`src/rtl/stage_mem_pkg.sv`:
```
// Shared pipeline types: ALU and memory operation encodings, plus helpers
// that classify memory operations as loads or stores.
package stage_mem_pkg;

    typedef enum logic [3:0] {
        ALU_ADD  = 4'd0,
        ALU_SUB  = 4'd1,
        ALU_AND  = 4'd2,
        ALU_OR   = 4'd3,
        ALU_XOR  = 4'd4,
        ALU_SLL  = 4'd5,
        ALU_SRL  = 4'd6,
        ALU_SRA  = 4'd7,
        ALU_SLT  = 4'd8,
        ALU_SLTU = 4'd9
    } alu_op_t;

    typedef enum logic [3:0] {
        MEM_NONE = 4'd0,
        MEM_LB   = 4'd1,
        MEM_LH   = 4'd2,
        MEM_LW   = 4'd3,
        MEM_LBU  = 4'd4,
        MEM_LHU  = 4'd5,
        MEM_SB   = 4'd6,
        MEM_SH   = 4'd7,
        MEM_SW   = 4'd8
    } mem_op_t;

    localparam int BYTE_LANES = 4;

    function automatic logic isLoad(input mem_op_t op);
        return (op == MEM_LB) || (op == MEM_LH) || (op == MEM_LW) ||
               (op == MEM_LBU) || (op == MEM_LHU);
    endfunction

    function automatic logic isStore(input mem_op_t op);
        return (op == MEM_SB) || (op == MEM_SH) || (op == MEM_SW);
    endfunction

endpackage

```
`src/rtl/stage_mem_align.sv`:
```
// Byte-lane logic for the memory stage: store steering, byte enables,
// alignment check, and load extraction with sign/zero extension.
module mem_align
    import stage_mem_pkg::*;
#(
    parameter int DATA_WIDTH = 32
) (
    input  mem_op_t                op,
    input  logic [1:0]             addr_off,
    input  logic [DATA_WIDTH-1:0]  store_data,
    output logic [3:0]             byte_en,
    output logic [DATA_WIDTH-1:0]  wr_data,
    output logic                   misaligned,
    input  mem_op_t                ld_op,
    input  logic [1:0]             ld_off,
    input  logic [DATA_WIDTH-1:0]  rd_data,
    output logic [DATA_WIDTH-1:0]  ld_data
);

    logic [DATA_WIDTH-1:0] shifted;

    always_comb begin
        byte_en    = 4'b0000;
        wr_data    = '0;
        misaligned = 1'b0;
        case (op)
            MEM_LB, MEM_LBU: byte_en = 4'b1111;
            MEM_LH, MEM_LHU: begin
                byte_en    = 4'b1111;
                misaligned = addr_off[0];
            end
            MEM_LW: begin
                byte_en    = 4'b1111;
                misaligned = |addr_off;
            end
            MEM_SB: begin
                byte_en = 4'b0001 << addr_off;
                wr_data = {4{store_data[7:0]}};
            end
            MEM_SH: begin
                byte_en    = 4'b0011 << addr_off;
                wr_data    = {2{store_data[15:0]}};
                misaligned = addr_off[0];
            end
            MEM_SW: begin
                byte_en    = 4'b1111;
                wr_data    = store_data;
                misaligned = |addr_off;
            end
            default: ;
        endcase
    end

    // Loads always fetch the full word; the addressed byte/half is moved down to bit 0.
    assign shifted = rd_data >> {ld_off, 3'b000};

    always_comb begin
        ld_data = '0;
        case (ld_op)
            MEM_LB:  ld_data = {{24{shifted[7]}}, shifted[7:0]};
            MEM_LBU: ld_data = {24'd0, shifted[7:0]};
            MEM_LH:  ld_data = {{16{shifted[15]}}, shifted[15:0]};
            MEM_LHU: ld_data = {16'd0, shifted[15:0]};
            MEM_LW:  ld_data = shifted;
            default: ;
        endcase
    end

endmodule

```
`src/rtl/stage_mem.sv`:
```
// Memory-access pipeline stage: runs loads/stores over a req/ack bus,
// stalls upstream while an access is outstanding, registers writeback.
module stage_mem
    import stage_mem_pkg::*;
#(
    parameter int DATA_WIDTH = 32,
    parameter int ADDR_WIDTH = 32,
    parameter int REG_WIDTH  = 5
) (
    input  logic                  i_Clock,
    input  logic                  i_Reset,
    input  logic                  i_Valid,
    input  logic [DATA_WIDTH-1:0] i_Result,
    input  logic [DATA_WIDTH-1:0] i_DataB,
    input  mem_op_t               i_MemOp,
    input  logic [REG_WIDTH-1:0]  i_RegWrAddr,
    output logic                  o_Stall,
    output logic                  o_BusReq,
    output logic                  o_BusWrEn,
    output logic [ADDR_WIDTH-1:0] o_BusAddr,
    output logic [3:0]            o_BusByteEn,
    output logic [DATA_WIDTH-1:0] o_BusWrData,
    input  logic                  i_BusAck,
    input  logic [DATA_WIDTH-1:0] i_BusRdData,
    output logic                  o_WbValid,
    output logic [DATA_WIDTH-1:0] o_WbData,
    output logic [REG_WIDTH-1:0]  o_WbRegAddr,
    output logic                  o_Fault
);

    localparam logic [0:0] ST_IDLE   = 1'b0;
    localparam logic [0:0] ST_ACCESS = 1'b1;

    logic [0:0]            state;
    logic [ADDR_WIDTH-1:0] addr_q;
    logic [DATA_WIDTH-1:0] wrdata_q;
    logic [3:0]            byteen_q;
    mem_op_t               op_q;
    logic [REG_WIDTH-1:0]  rd_q;
    logic                  wren_q;

    logic [3:0]            byte_en_in;
    logic [DATA_WIDTH-1:0] wr_data_in;
    logic [DATA_WIDTH-1:0] ld_data;
    logic                  misaligned;
    logic                  is_mem;
    logic                  in_access;

    mem_align #(
        .DATA_WIDTH (DATA_WIDTH)
    ) u_align (
        .op         (i_MemOp),
        .addr_off   (i_Result[1:0]),
        .store_data (i_DataB),
        .byte_en    (byte_en_in),
        .wr_data    (wr_data_in),
        .misaligned (misaligned),
        .ld_op      (op_q),
        .ld_off     (addr_q[1:0]),
        .rd_data    (i_BusRdData),
        .ld_data    (ld_data)
    );

    assign is_mem    = isLoad(i_MemOp) || isStore(i_MemOp);
    assign in_access = (state == ST_ACCESS);

    // Stall is held low while reset is asserted so every output reads 0 in reset.
    always_comb begin
        o_Stall = 1'b0;
        if (i_Reset) begin
            if (in_access)
                o_Stall = ~i_BusAck;
            else
                o_Stall = i_Valid && is_mem && !misaligned;
        end
    end

    assign o_BusReq    = in_access;
    assign o_BusWrEn   = in_access && wren_q;
    assign o_BusAddr   = in_access ? {addr_q[ADDR_WIDTH-1:2], 2'b00} : '0;
    assign o_BusByteEn = in_access ? byteen_q : 4'b0000;
    assign o_BusWrData = in_access ? wrdata_q : '0;

    always_ff @(posedge i_Clock) begin
        if (!i_Reset) begin
            state       <= ST_IDLE;
            addr_q      <= '0;
            wrdata_q    <= '0;
            byteen_q    <= 4'b0000;
            op_q        <= MEM_NONE;
            rd_q        <= '0;
            wren_q      <= 1'b0;
            o_WbValid   <= 1'b0;
            o_WbData    <= '0;
            o_WbRegAddr <= '0;
            o_Fault     <= 1'b0;
        end else begin
            o_WbValid <= 1'b0;
            o_Fault   <= 1'b0;
            if (state == ST_IDLE) begin
                if (i_Valid) begin
                    if (!is_mem) begin
                        o_WbValid   <= 1'b1;
                        o_WbData    <= i_Result;
                        o_WbRegAddr <= i_RegWrAddr;
                    end else if (misaligned) begin
                        o_Fault <= 1'b1;
                    end else begin
                        addr_q   <= i_Result[ADDR_WIDTH-1:0];
                        wrdata_q <= wr_data_in;
                        byteen_q <= byte_en_in;
                        op_q     <= i_MemOp;
                        rd_q     <= i_RegWrAddr;
                        wren_q   <= isStore(i_MemOp);
                        state    <= ST_ACCESS;
                    end
                end
            end else if (i_BusAck) begin
                // Returning to IDLE here guarantees an idle bus cycle between accesses.
                state <= ST_IDLE;
                if (!wren_q) begin
                    o_WbValid   <= 1'b1;
                    o_WbData    <= ld_data;
                    o_WbRegAddr <= rd_q;
                end
            end
        end
    end

endmodule

```
`config.mk`:
```
export PLATFORM = sky130hd
export DESIGN_NAME = stage_mem
export DESIGN_NICKNAME = d
export VERILOG_FILES = /design/src/rtl/stage_mem_pkg.sv /design/src/rtl/stage_mem_align.sv /design/src/rtl/stage_mem.sv
export SDC_FILE = /design/constraint.sdc
export NUM_CORES = 1
export LEC_CHECK = 0
export BUFFER_PORTS_ARGS = -buffer_cell sky130_fd_sc_hd__clkbuf_2
export CAP_MARGIN = 40
export CORE_UTILIZATION = 40
export CTS_BUF_LIST = sky130_fd_sc_hd__clkbuf_4
export DETAILED_ROUTE_END_ITERATION = 8
export PLACE_DENSITY = 0.72
export SETUP_SLACK_MARGIN = 0.15
export SLEW_MARGIN = 0
export SYNTH_ARGS = -nofsm -noshare
export SYNTH_HDL_FRONTEND = slang
export SYNTH_SLANG_ARGS = --single-unit
```
`constraint.sdc`:
```
create_clock -name i_Clock -period 2.2 [get_ports i_Clock]
set_input_delay 0.22 -clock i_Clock [delete_from_list [all_inputs] [get_ports i_Clock]]
set_output_delay 0.22 -clock i_Clock [all_outputs]
set_load 0.01 [all_outputs]
```
; ---- Yosys cells after proc, flatten, opt, wreduce, memory -nomap -nowiden
; Cells that the tools add are included.
[word_totals]
ff_bits = 118
out_inout_bits = 110
elab_cells = 85
[op_classes]
eq_ne = 16
n_shift = 3
muxes = 30
bitwise = 6
n_reduce_logical = 19
[op_table]
columns = op, n
row1 = $mux W32, 7
row2 = $pmux W32 S5, 1
row3 = $pmux W32 S3, 1
row4 = $shr A32 B5 Y32, 1
row5 = $mux W5, 5
row6 = $eq A4 B3 Y1 const B, 6
row7 = $eq A4 B2 Y1 const B, 4
row8 = $mux W1, 13
row9 = $pmux W4 S3, 1
row10 = $eq A4 B1 Y1 const B, 2
row11 = $reduce_and A4 Y1, 2
row12 = $logic_or A1 B1 Y1, 7
row13 = $ne A2 B2 Y1 const B, 3
row14 = $not A1 Y1, 6
row15 = $reduce_or A6 Y1, 1
row16 = $eq A4 B4 Y1 const B, 1
row17 = $mux W4, 1
row18 = $reduce_or A2 Y1, 2
row19 = $reduce_or A4 Y1, 1
row20 = $shl A1 B2 Y4 const A, 1
row21 = $shl A2 B2 Y4 const A, 1
row22 = $logic_and A1 B1 Y1, 3
row23 = $reduce_or A3 Y1, 1
row24 = $pmux W1 S2, 1
row25 = other kinds (2), 2

; ---- Longest topological paths before layout
; Gate-level depths: netlist of run 1.
[depth]
ltp_word = 10
ltp_mapped = 8
mapped_depth_nobuf = 5

; ---- By module
; A second synthesis of run 1 with hierarchy kept.
[unflattened]
hier_cells = 824
area_unflattened_um2 = 6497.5
[modules_own_cells]
columns = mod, n_inst, cells_per_inst, area_per_inst_um2, seq_area_each_um2
row1 = stage_mem, 1, 619, 5192.5, 2362.3
row2 = mem_align, 1, 205, 1305.0, 0.0

; ---- Worst setup path before layout of run 1
; OpenSTA, ideal clock, no wires.
[synth_timing]
path_type = register to register
start = register addr_q[1]
end = register o_WbData[24]
setup_ps = 124
t_arrival_ps = 1667
required_ps = 2076
setup_slack_ps = 409
stages_incl_launch_ff = 8
path_cell_list = dfxtp_1 buf_4 mux2i_4 o2bb2ai_1 o31ai_2 and2_1 buf_4 a211oi_1
[synth_via]
elab_chain_len = 5
[synth_rtl]
columns = element, line
row1 = from (decl), stage_mem.sv:35  ; logic [ADDR_WIDTH-1:0] addr_q;
row2 = from (signal assigned), stage_mem.sv:109  ; addr_q <= i_Result[ADDR_WIDTH-1:0];
row3 = $shr A32 B5 Y32, stage_mem_align.sv:55  ; assign shifted = rd_data >> {ld_off, 3'b000};
row4 = $pmux W32 S5, stage_mem_align.sv:59  ; case (ld_op)
row5 = $mux W32, stage_mem.sv:121  ; if (!wren_q) begin
row6 = $mux W32, stage_mem.sv:118  ; end else if (i_BusAck) begin
row7 = $mux W32, stage_mem.sv:100  ; if (state == ST_IDLE) begin
row8 = to (signal assigned), stage_mem.sv:104  ; o_WbData <= i_Result;
row9 = to (signal assigned), stage_mem.sv:123  ; o_WbData <= ld_data;
row10 = to (decl), stage_mem.sv:26  ; output logic [DATA_WIDTH-1:0] o_WbData,
; No other way between the ends. The select of a mux whose other input is x is not followed.
; A chain may end at the register's enable or synchronous reset.

; ---- Worst setup path in the final report of run 1
[layout_timing]
start = register state (netlist: o_BusReq)
end = output o_Stall
[layout_via]
elab_chain_len = 2
[layout_rtl]
columns = element, line
row1 = from (decl), stage_mem.sv:34  ; logic [0:0] state;
row2 = from (signal assigned), stage_mem.sv:86  ; state <= ST_IDLE;
row3 = from (signal assigned), stage_mem.sv:115  ; state <= ST_ACCESS;
row4 = from (signal assigned), stage_mem.sv:120  ; state <= ST_IDLE;
row5 = $mux W1, stage_mem.sv:71  ; if (in_access)
row6 = $mux W1, stage_mem.sv:70  ; if (i_Reset) begin
row7 = to (decl), stage_mem.sv:17  ; output logic o_Stall,
; No other way between the ends.

==> results of run 1 <==
==> repair_timing <==
item / 4_1_cts / 5_1_grt
cloned: 0 / 1
resized for setup: 3 / 6
setup endpoints to repair: 1 / 24
setup buffers: 0 / 5
hold endpoints to repair: 91 / 0
hold buffers: 72 / 0
pin swaps: 0 / 1
==> worst max-delay path, stage by stage, from the launching register on <==
cell	delay [ns]
dfxtp_4	0.39
nor2b_4	0.17
o311a_4	0.26
nand2_2	0.07
a21oi_1	0.13
buf_2	0.17
==> registers in the layout, summed over array words and instances (netlist names), 4 cells and up <==
register     count
o_WbData        32
wrdata_q        32
byteen_q         4
o_WbRegAddr      5
op_q             4
addr_q          32
rd_q             5
==> metrics by stage <==
| stage | util [%] | setup slack (ns) | hold WS, ns | power (mW) | cell area (um2) |
|---|---|---|---|---|---|
| after floorplan | - | 0.409 | 0.346 | 2.87 | 6000 |
| after global placement | 49.7 | 0.268 | 0.425 | 3.22 | 7250 |
| after detailed placement | 49.7 | 0.245 | 0.434 | 3.23 | 7250 |
| after CTS | 56.6 | 0.155 | 0.00473 | 4.90 | 8260 |
| after global routing | 57.2 | 0.165 | 0.0448 | 5.14 | 8340 |
| final | 57.2 | 0.244 | 0.0473 | 4.90 | 8340 |
==> synthesized netlist by cell type, types with 2 or more instances <==
master,instances,area share [%]
a211oi_1,13,1.6
a21boi_0,9,1.1
a21oi_1,87,7.3
a22o_1,9,1.3
a22oi_1,9,1.1
a31oi_1,7,0.73
and2_1,73,7.6
and3_1,10,1.0
buf_1,4,0.25
buf_2,12,1.0
buf_4,7,0.88
buf_6,4,0.75
clkbuf_1,38,2.4
dfxtp_1,118,39
inv_1,4,0.25
mux2_2,8,1.5
mux2i_1,29,4.8
nand2_1,128,8.0
nand2b_1,28,2.9
nand3_1,10,0.83
nand3b_1,4,0.50
nand4b_1,3,0.44
nor2_1,25,1.6
nor2b_1,4,0.42
nor3_1,2,0.17
nor3b_1,2,0.25
o2111a_1,8,1.5
o2111ai_1,8,1.2
o211ai_1,7,0.88
o21ai_0,47,3.9
o21ai_1,3,0.25
o221a_2,3,0.56
o22ai_1,10,1.0
==> placed cells by master (no fill, tap or decap), types with 9 or more instances in the layout <==
cell,count
clkbuf_2,215
nand2_1,126
dfxtp_1,117
a21oi_1,87
dlygate4sd3_1,72
and2_1,71
o21ai_0,47
mux2i_1,29
buf_4,29
nand2b_1,28
nor2_1,25
clkbuf_4,17
a211oi_1,13
and3_1,10
nand3_1,10
o22ai_1,10
a22oi_1,9
a22o_1,9
a21boi_0,9
==> path summary, 6_finish.rpt <==
| path | start | to | cells after the start |
|---|---|---|---|
| min reg2reg | addr_q[5] | addr_q[5] | 2 |
| max | o_BusReq | o_Stall | 5 |
| max reg2reg | addr_q[1] | o_WbData[26] | 6 |
| min | i_BusRdData[28] | o_WbData[28] | 3 |
==> per-layer routing <==
metal	global-route usage (%)	wire [um]
met1	30.9	8530
met3	6.96	1520
met4	11.3	526
met2	44.4	10000
met5	0	0
==> area by class of cell <==
type / instances / area, um2 / area share [%]
multi-input cells: 563 / 3340 / 40.1
clock buffers: 17 / 128 / 1.53
well taps: 184 / 230 / 2.76
clock inverters: 15 / 145 / 1.74
inverters: 4 / 15.0 / 0.180
flip-flops and latches: 118 / 2370 / 28.4
repair buffers: 321 / 2110 / 25.3
==> cells by family after synthesis <==
kind of cell	count (synthesis)	share of synthesized area, %
compound gates	229	23.9
buf+inv	69	5.50
flops	118	39.4
mux	38	6.71
other cells	1	0.0625
simple gates	294	24.4
==> where the power goes <==
| group | leakage, nW | switching (mW) | internal [mW] | total, mW |
|---|---|---|---|---|
| Sequential | 0.964 | 0.0696 | 2.26 | 2.33 |
| Clock | 0.142 | 0.994 | 0.584 | 1.58 |
| Combinational | 2.49 | 0.541 | 0.458 | 0.999 |
==> run_summary.xml, run 1 <==
<?xml version="1.0" encoding="UTF-8"?>
<metrics>
  <group name="status">
    <metric name="status" unit="">finished, final reports clean</metric>
  </group>
  <group name="grt">
    <metric name="grt_pass1_wl" unit="mm">32.4</metric>
    <metric name="grt-ovfl-total" unit="">0</metric>
    <metric name="grt_antenna_before_repair" unit="">0</metric>
    <metric name="grt_start_max_net_pins" unit="">102</metric>
    <metric name="via_count_of_the_first_global_routing_pass" unit="">6286</metric>
    <metric name="grt_use_total" unit="%">26.2</metric>
  </group>
  <group name="yosys">
    <metric name="synthDistinctLibCells" unit="">49</metric>
    <metric name="fraction_of_the_yosys_area_taken_by_sequential_cells" unit="%">39.4</metric>
    <metric name="summed_instance_area_of_the_synthesized_netlist" unit="um2">6000</metric>
    <metric name="synth_edf_count" unit="">0</metric>
    <metric name="synth-seq-cells" unit="">118</metric>
    <metric name="synth_area_per_cell" unit="um2">8.01</metric>
    <metric name="synth-async-reset-ratio" unit="%">0</metric>
    <metric name="dominantRegCellSynth" unit="">dfxtp_1</metric>
    <metric name="synthCells" unit="">749</metric>
    <metric name="ys_warn_count" unit="">0</metric>
  </group>
  <group name="cells_and_area">
    <metric name="stdcell_count" unit="">1222</metric>
    <metric name="layout.nets" unit="">1134</metric>
    <metric name="post_route_cells_drive_above_1_share" unit="%">29.1</metric>
    <metric name="insertedDiodeCount" unit="">0</metric>
    <metric name="area.growth.synth_to_final" unit="%">39.0</metric>
    <metric name="filler_cell_count" unit="">1355</metric>
  </group>
  <group name="floorplanning">
    <metric name="initial_utilization" unit="%">41.1</metric>
    <metric name="die_y" unit="um">124</metric>
    <metric name="number_of_rows_created_at_floorplan" unit="">44</metric>
    <metric name="width_of_the_chip" unit="um">124</metric>
    <metric name="floorplan.io_pins" unit="">219</metric>
    <metric name="dieArea" unit="um2">15500</metric>
    <metric name="fp.coreArea" unit="um2">14600</metric>
  </group>
  <group name="min_path">
    <metric name="hold_path_class" unit="">in2reg</metric>
  </group>
  <group name="placement">
    <metric name="place.gp.congestion" unit="">0.847</metric>
    <metric name="placed_cells" unit="">1112</metric>
    <metric name="hpwlAfterDp" unit="mm">13.8</metric>
    <metric name="placement.io_buffers" unit="">216</metric>
  </group>
  <group name="clock_network">
    <metric name="cts_tree" unit="">yes</metric>
    <metric name="clock-sinks" unit="">118</metric>
    <metric name="cts_root_buf" unit="">clkbuf_4</metric>
    <metric name="clkTransAtPathRegs" unit="ns">0.13</metric>
    <metric name="worst_skew_pair.late_latency" unit="ns">0.55</metric>
    <metric name="clock_tree.buffer_depth" unit="">2</metric>
    <metric name="cts.htree.levels" unit="">4</metric>
    <metric name="cts_inserted_buffers" unit="">17</metric>
  </group>
  <group name="route">
    <metric name="dr_total_vias" unit="">6579</metric>
    <metric name="wirelength" unit="mm">20.6</metric>
    <metric name="avgViaCountPerCell" unit="">5.38</metric>
    <metric name="post_drt_wl_per_cell" unit="um">16.9</metric>
    <metric name="drt_first_iter_violations" unit="">460</metric>
    <metric name="drc" unit="">0</metric>
    <metric name="antenna_violating_nets_post_route" unit="">0</metric>
    <metric name="drt_first_pass_iters" unit="">6</metric>
  </group>
  <group name="critical_path">
    <metric name="slack_of_the_worst_reg_to_reg_path" unit="ns">0.36</metric>
    <metric name="worst-path-max-fanout" unit="">5</metric>
    <metric name="arrival" unit="ns">1.74</metric>
    <metric name="timing.setup.critical_path_class" unit="">reg2out</metric>
    <metric name="endpoint_kind" unit="">output port</metric>
    <metric name="setup.worst_path.start_class" unit="">register</metric>
    <metric name="worst_ep_required_time" unit="ns">1.98</metric>
  </group>
  <group name="sta">
    <metric name="setup_viol_count_final" unit="">0</metric>
    <metric name="timing_worst_slew_pin_value" unit="ns">0.578</metric>
    <metric name="finalClockSkew" unit="ns">0.0153</metric>
    <metric name="fin_setup_tns" unit="ns">0</metric>
    <metric name="fmaxAchievable" unit="GHz">0.511</metric>
    <metric name="final_max_tran_viols" unit="">0</metric>
    <metric name="final_period_minus_worst_setup_slack" unit="ns">1.96</metric>
    <metric name="timing.slew.headroom" unit="%">61.5</metric>
    <metric name="grt_setup_unrepaired" unit="">no</metric>
    <metric name="post-route-period-util" unit="%">88.9</metric>
    <metric name="final_hold_viol_count" unit="">0</metric>
  </group>
  <group name="pwr">
    <metric name="power.static_leakage" unit="nW">3.59</metric>
    <metric name="max-vdd-ir-drop" unit="V">0.000379</metric>
    <metric name="power.density" unit="nW/um2">588</metric>
  </group>
  <group name="flow_run">
    <metric name="max_cap_viol_count" unit="">0</metric>
  </group>
</metrics>
Note: power is estimated with default switching activity, not from simulation.
==> run 2: changes to the inputs <==
--- a/config.mk
+++ b/config.mk
@@ -5,12 +5,14 @@
 export SDC_FILE = /design/constraint.sdc
 export NUM_CORES = 1
 export LEC_CHECK = 0
+export ABC_AREA = 1
 export BUFFER_PORTS_ARGS = -buffer_cell sky130_fd_sc_hd__clkbuf_2
 export CAP_MARGIN = 40
-export CORE_UTILIZATION = 40
+export CORE_MARGIN = 10
+export CORE_UTILIZATION = 45
 export CTS_BUF_LIST = sky130_fd_sc_hd__clkbuf_4
 export DETAILED_ROUTE_END_ITERATION = 8
-export PLACE_DENSITY = 0.72
+export PLACE_DENSITY = 0.77
 export SETUP_SLACK_MARGIN = 0.15
 export SLEW_MARGIN = 0
 export SYNTH_ARGS = -nofsm -noshare
==> run_summary.xml, run 2 <==
<?xml version="1.0" encoding="UTF-8"?>
<metrics>
  <group name="yosys">
    <metric name="summed_instance_area_of_the_synthesized_netlist" unit="um2">6720</metric>
    <metric name="synth-seq-cells" unit="">118</metric>
    <metric name="synth.top_cells.by_count" unit="">nand2_1, nor2_1, dfxtp_1, inv_1, nand3_1</metric>
    <metric name="dominantRegCellSynth" unit="">dfxtp_1</metric>
    <metric name="post-synth-top-area-fraction" unit="%">35.2</metric>
    <metric name="top_count_cell_post_synth" unit="">nand2_1</metric>
    <metric name="synthTopCellsByArea" unit="">dfxtp_1, nand2_1, nor2_1, nand3_1, inv_1</metric>
    <metric name="synthDistinctLibCells" unit="">28</metric>
    <metric name="synthCells" unit="">1128</metric>
    <metric name="synth-async-reset-ratio" unit="%">0</metric>
    <metric name="synth_area_per_cell" unit="um2">5.96</metric>
    <metric name="synth_largest_area_cell" unit="">dfxtp_1</metric>
    <metric name="fraction_of_the_yosys_area_taken_by_sequential_cells" unit="%">35.2</metric>
    <metric name="ys_warn_count" unit="">0</metric>
    <metric name="synth_edf_count" unit="">0</metric>
  </group>
  <group name="placement">
    <metric name="placed_cell_area" unit="um2">7880</metric>
    <metric name="place.gp.congestion" unit="">0.918</metric>
    <metric name="hpwlAfterDp" unit="mm">16.5</metric>
    <metric name="dp_worst_setup_slack" unit="ns">0.375</metric>
    <metric name="placement.io_buffers" unit="">216</metric>
  </group>
  <group name="cells_and_area">
    <metric name="most-common-layout-cells" unit="">nand2_1, clkbuf_2, nor2_1, dfxtp_1, inv_1</metric>
    <metric name="insertedDiodeCount" unit="">0</metric>
    <metric name="top_regs" unit="">addr_q: 32 flops, o_WbData: 32 flops, wrdata_q: 32 flops</metric>
    <metric name="postLayoutCoreUtil" unit="%">59.0</metric>
    <metric name="layout.cell_area.non_filler" unit="um2">8610</metric>
    <metric name="post_route_cells_drive_above_1_share" unit="%">21.1</metric>
    <metric name="mostFrequentLayoutCell" unit="">nand2_1</metric>
    <metric name="layout.nets" unit="">1470</metric>
    <metric name="filler_cell_count" unit="">1457</metric>
    <metric name="area.growth.synth_to_final" unit="%">28.2</metric>
  </group>
  <group name="critical_path">
    <metric name="crit_path_buf_inv_count" unit="">1</metric>
    <metric name="timing.setup.critical_path_class" unit="">reg2out</metric>
    <metric name="worst-path-max-fanout" unit="">4</metric>
    <metric name="worst_path_largest_cell_delay" unit="ns">0.38</metric>
    <metric name="endpoint_kind" unit="">output port</metric>
    <metric name="setup.worst_path.start_class" unit="">register</metric>
    <metric name="critical-path-top-delay-family" unit="">simple AND/OR/NAND/NOR gates</metric>
    <metric name="worst_ep_required_time" unit="ns">1.98</metric>
    <metric name="worst_path_max_delay_cell" unit="">dfxtp_4</metric>
    <metric name="crit_path_cell_trace" unit="">nor2_4, nand3_1, nor2_4, nor2_1, nor2_1, clkbuf_2</metric>
    <metric name="arrival" unit="ns">1.69</metric>
  </group>
  <group name="status">
    <metric name="status" unit="">finished, final reports clean</metric>
  </group>
  <group name="route">
    <metric name="drt_first_pass_iters" unit="">5</metric>
    <metric name="drc" unit="">0</metric>
    <metric name="wirelength" unit="mm">22.8</metric>
    <metric name="dr_total_vias" unit="">7868</metric>
    <metric name="antenna_violating_nets_post_route" unit="">0</metric>
    <metric name="avgViaCountPerCell" unit="">5.05</metric>
    <metric name="drt_first_iter_violations" unit="">471</metric>
    <metric name="post_drt_wl_per_cell" unit="um">14.6</metric>
  </group>
  <group name="grt">
    <metric name="grt_start_max_net_pins" unit="">90</metric>
    <metric name="via_count_of_the_first_global_routing_pass" unit="">7531</metric>
    <metric name="grt_antenna_before_repair" unit="">0</metric>
    <metric name="grt_pass1_wl" unit="mm">36.7</metric>
    <metric name="grt-ovfl-total" unit="">0</metric>
    <metric name="grt_use_total" unit="%">21.9</metric>
  </group>
  <group name="clock_network">
    <metric name="clock_tree.buffer_depth" unit="">2</metric>
    <metric name="clkTransAtPathRegs" unit="ns">0.11</metric>
    <metric name="worst_skew_pair.late_latency" unit="ns">0.54</metric>
    <metric name="cts_inserted_buffers" unit="">17</metric>
    <metric name="clock-sinks" unit="">118</metric>
    <metric name="cts_tree" unit="">yes</metric>
    <metric name="cts.htree.levels" unit="">4</metric>
    <metric name="cts_root_buf" unit="">clkbuf_4</metric>
  </group>
  <group name="sta">
    <metric name="timing.slew.headroom" unit="%">50.2</metric>
    <metric name="post-route-period-util" unit="%">86.8</metric>
    <metric name="grt_setup_unrepaired" unit="">no</metric>
    <metric name="timing_worst_slew_pin_value" unit="ns">0.747</metric>
    <metric name="post-route-worst-setup-slack" unit="ns">0.291</metric>
    <metric name="setup_viol_count_final" unit="">0</metric>
    <metric name="final_max_tran_viols" unit="">0</metric>
    <metric name="finalClockSkew" unit="ns">0.0169</metric>
    <metric name="final_hold_viol_count" unit="">0</metric>
    <metric name="fin_setup_tns" unit="ns">0</metric>
    <metric name="final_period_minus_worst_setup_slack" unit="ns">1.91</metric>
    <metric name="fmaxAchievable" unit="GHz">0.524</metric>
  </group>
  <group name="pwr">
    <metric name="power.static_leakage" unit="nW">4.75</metric>
    <metric name="max-vdd-ir-drop" unit="V">0.000332</metric>
    <metric name="power.density" unit="nW/um2">598</metric>
  </group>
  <group name="flow_run">
    <metric name="max_cap_viol_count" unit="">0</metric>
  </group>
  <group name="floorplanning">
    <metric name="initial_utilization" unit="%">46.1</metric>
    <metric name="number_of_rows_created_at_floorplan" unit="">44</metric>
    <metric name="dieArea" unit="um2">20200</metric>
    <metric name="die_y" unit="um">142</metric>
    <metric name="width_of_the_chip" unit="um">142</metric>
    <metric name="fp.coreArea" unit="um2">14600</metric>
    <metric name="floorplan.io_pins" unit="">219</metric>
  </group>
  <group name="min_path">
    <metric name="hold_path_class" unit="">in2reg</metric>
  </group>
</metrics>
run 2: cell type report:
class / instances / area (um2) / share of cell area (%)
Multi-Input combinational cell: 818 / 3540 / 41.1
Sequential cell: 118 / 2370 / 27.5
Tap cell: 184 / 230 / 2.67
Clock inverter: 14 / 135 / 1.57
Inverter: 119 / 447 / 5.19
Clock buffer: 18 / 135 / 1.57
Timing Repair Buffer: 287 / 1760 / 20.5
run 2: where the power goes:
| part | switching [mW] | leakage (nW) | internal (mW) |
|---|---|---|---|
| clock | 0.864 | 0.129 | 0.671 |
| combinational | 0.749 | 3.65 | 0.477 |
| sequential | 0.0962 | 0.966 | 2.29 |
| total | 1.71 | 4.75 | 3.44 |
run 2: through the flow:
step	std cells	power, mW	hold slack (ns)
global route	1558	5.44	0.0155
floorplan	1129	3.18	0.372
CTS	1556	5.17	0.00162
finish	1558	5.15	0.0258
detailed placement	1480	3.59	0.454
global placement	1480	3.57	0.450
run 2: tightest hold or removal path, delay by kind of cell:
| family | cells | cell delay [ns] |
|---|---|---|
| buf+inv | 2 | 0.12 |
| simple gates | 3 | 0.19 |
run 2: final timing paths:
kind / start / end / slack, ns / cells past startpoint
setup / recovery: o_BusReq / o_Stall / 0.29 / 6
hold / removal: i_Result[16] / addr_q[16] / 0.03 / 5
setup reg to reg: addr_q[0] / o_WbData[19] / 0.42 / 7
hold reg to reg: wrdata_q[13] / wrdata_q[13] / 0.47 / 2
run 2: per-layer routing:
layer | routed length, um | GRT usage [%]
met1 | 9140 | 25.1
met2 | 10900 | 37.3
met3 | 2330 | 7.61
met4 | 406 | 7.26
met5 | 0 | 0
run 2: timing repair:
item,in CTS,in global routing
setup buffers,0,2
pin swaps,1,1
cloned,0,0
endpoints found under the hold margin,45,0
hold buffers,44,0
gates resized for setup,1,0
setup endpoints to repair,1,1
run 2: logic make-up (layout without fill, tap and decap cells):
kind of cell    Yosys count  in the layout  share of synthesized area, %
compound gates          138            138                          10.7
flops                   118            118                          35.2
simple gates            678            678                          41.8
buf+inv                 193            438                          12.3
other cells               1              2                        0.0558
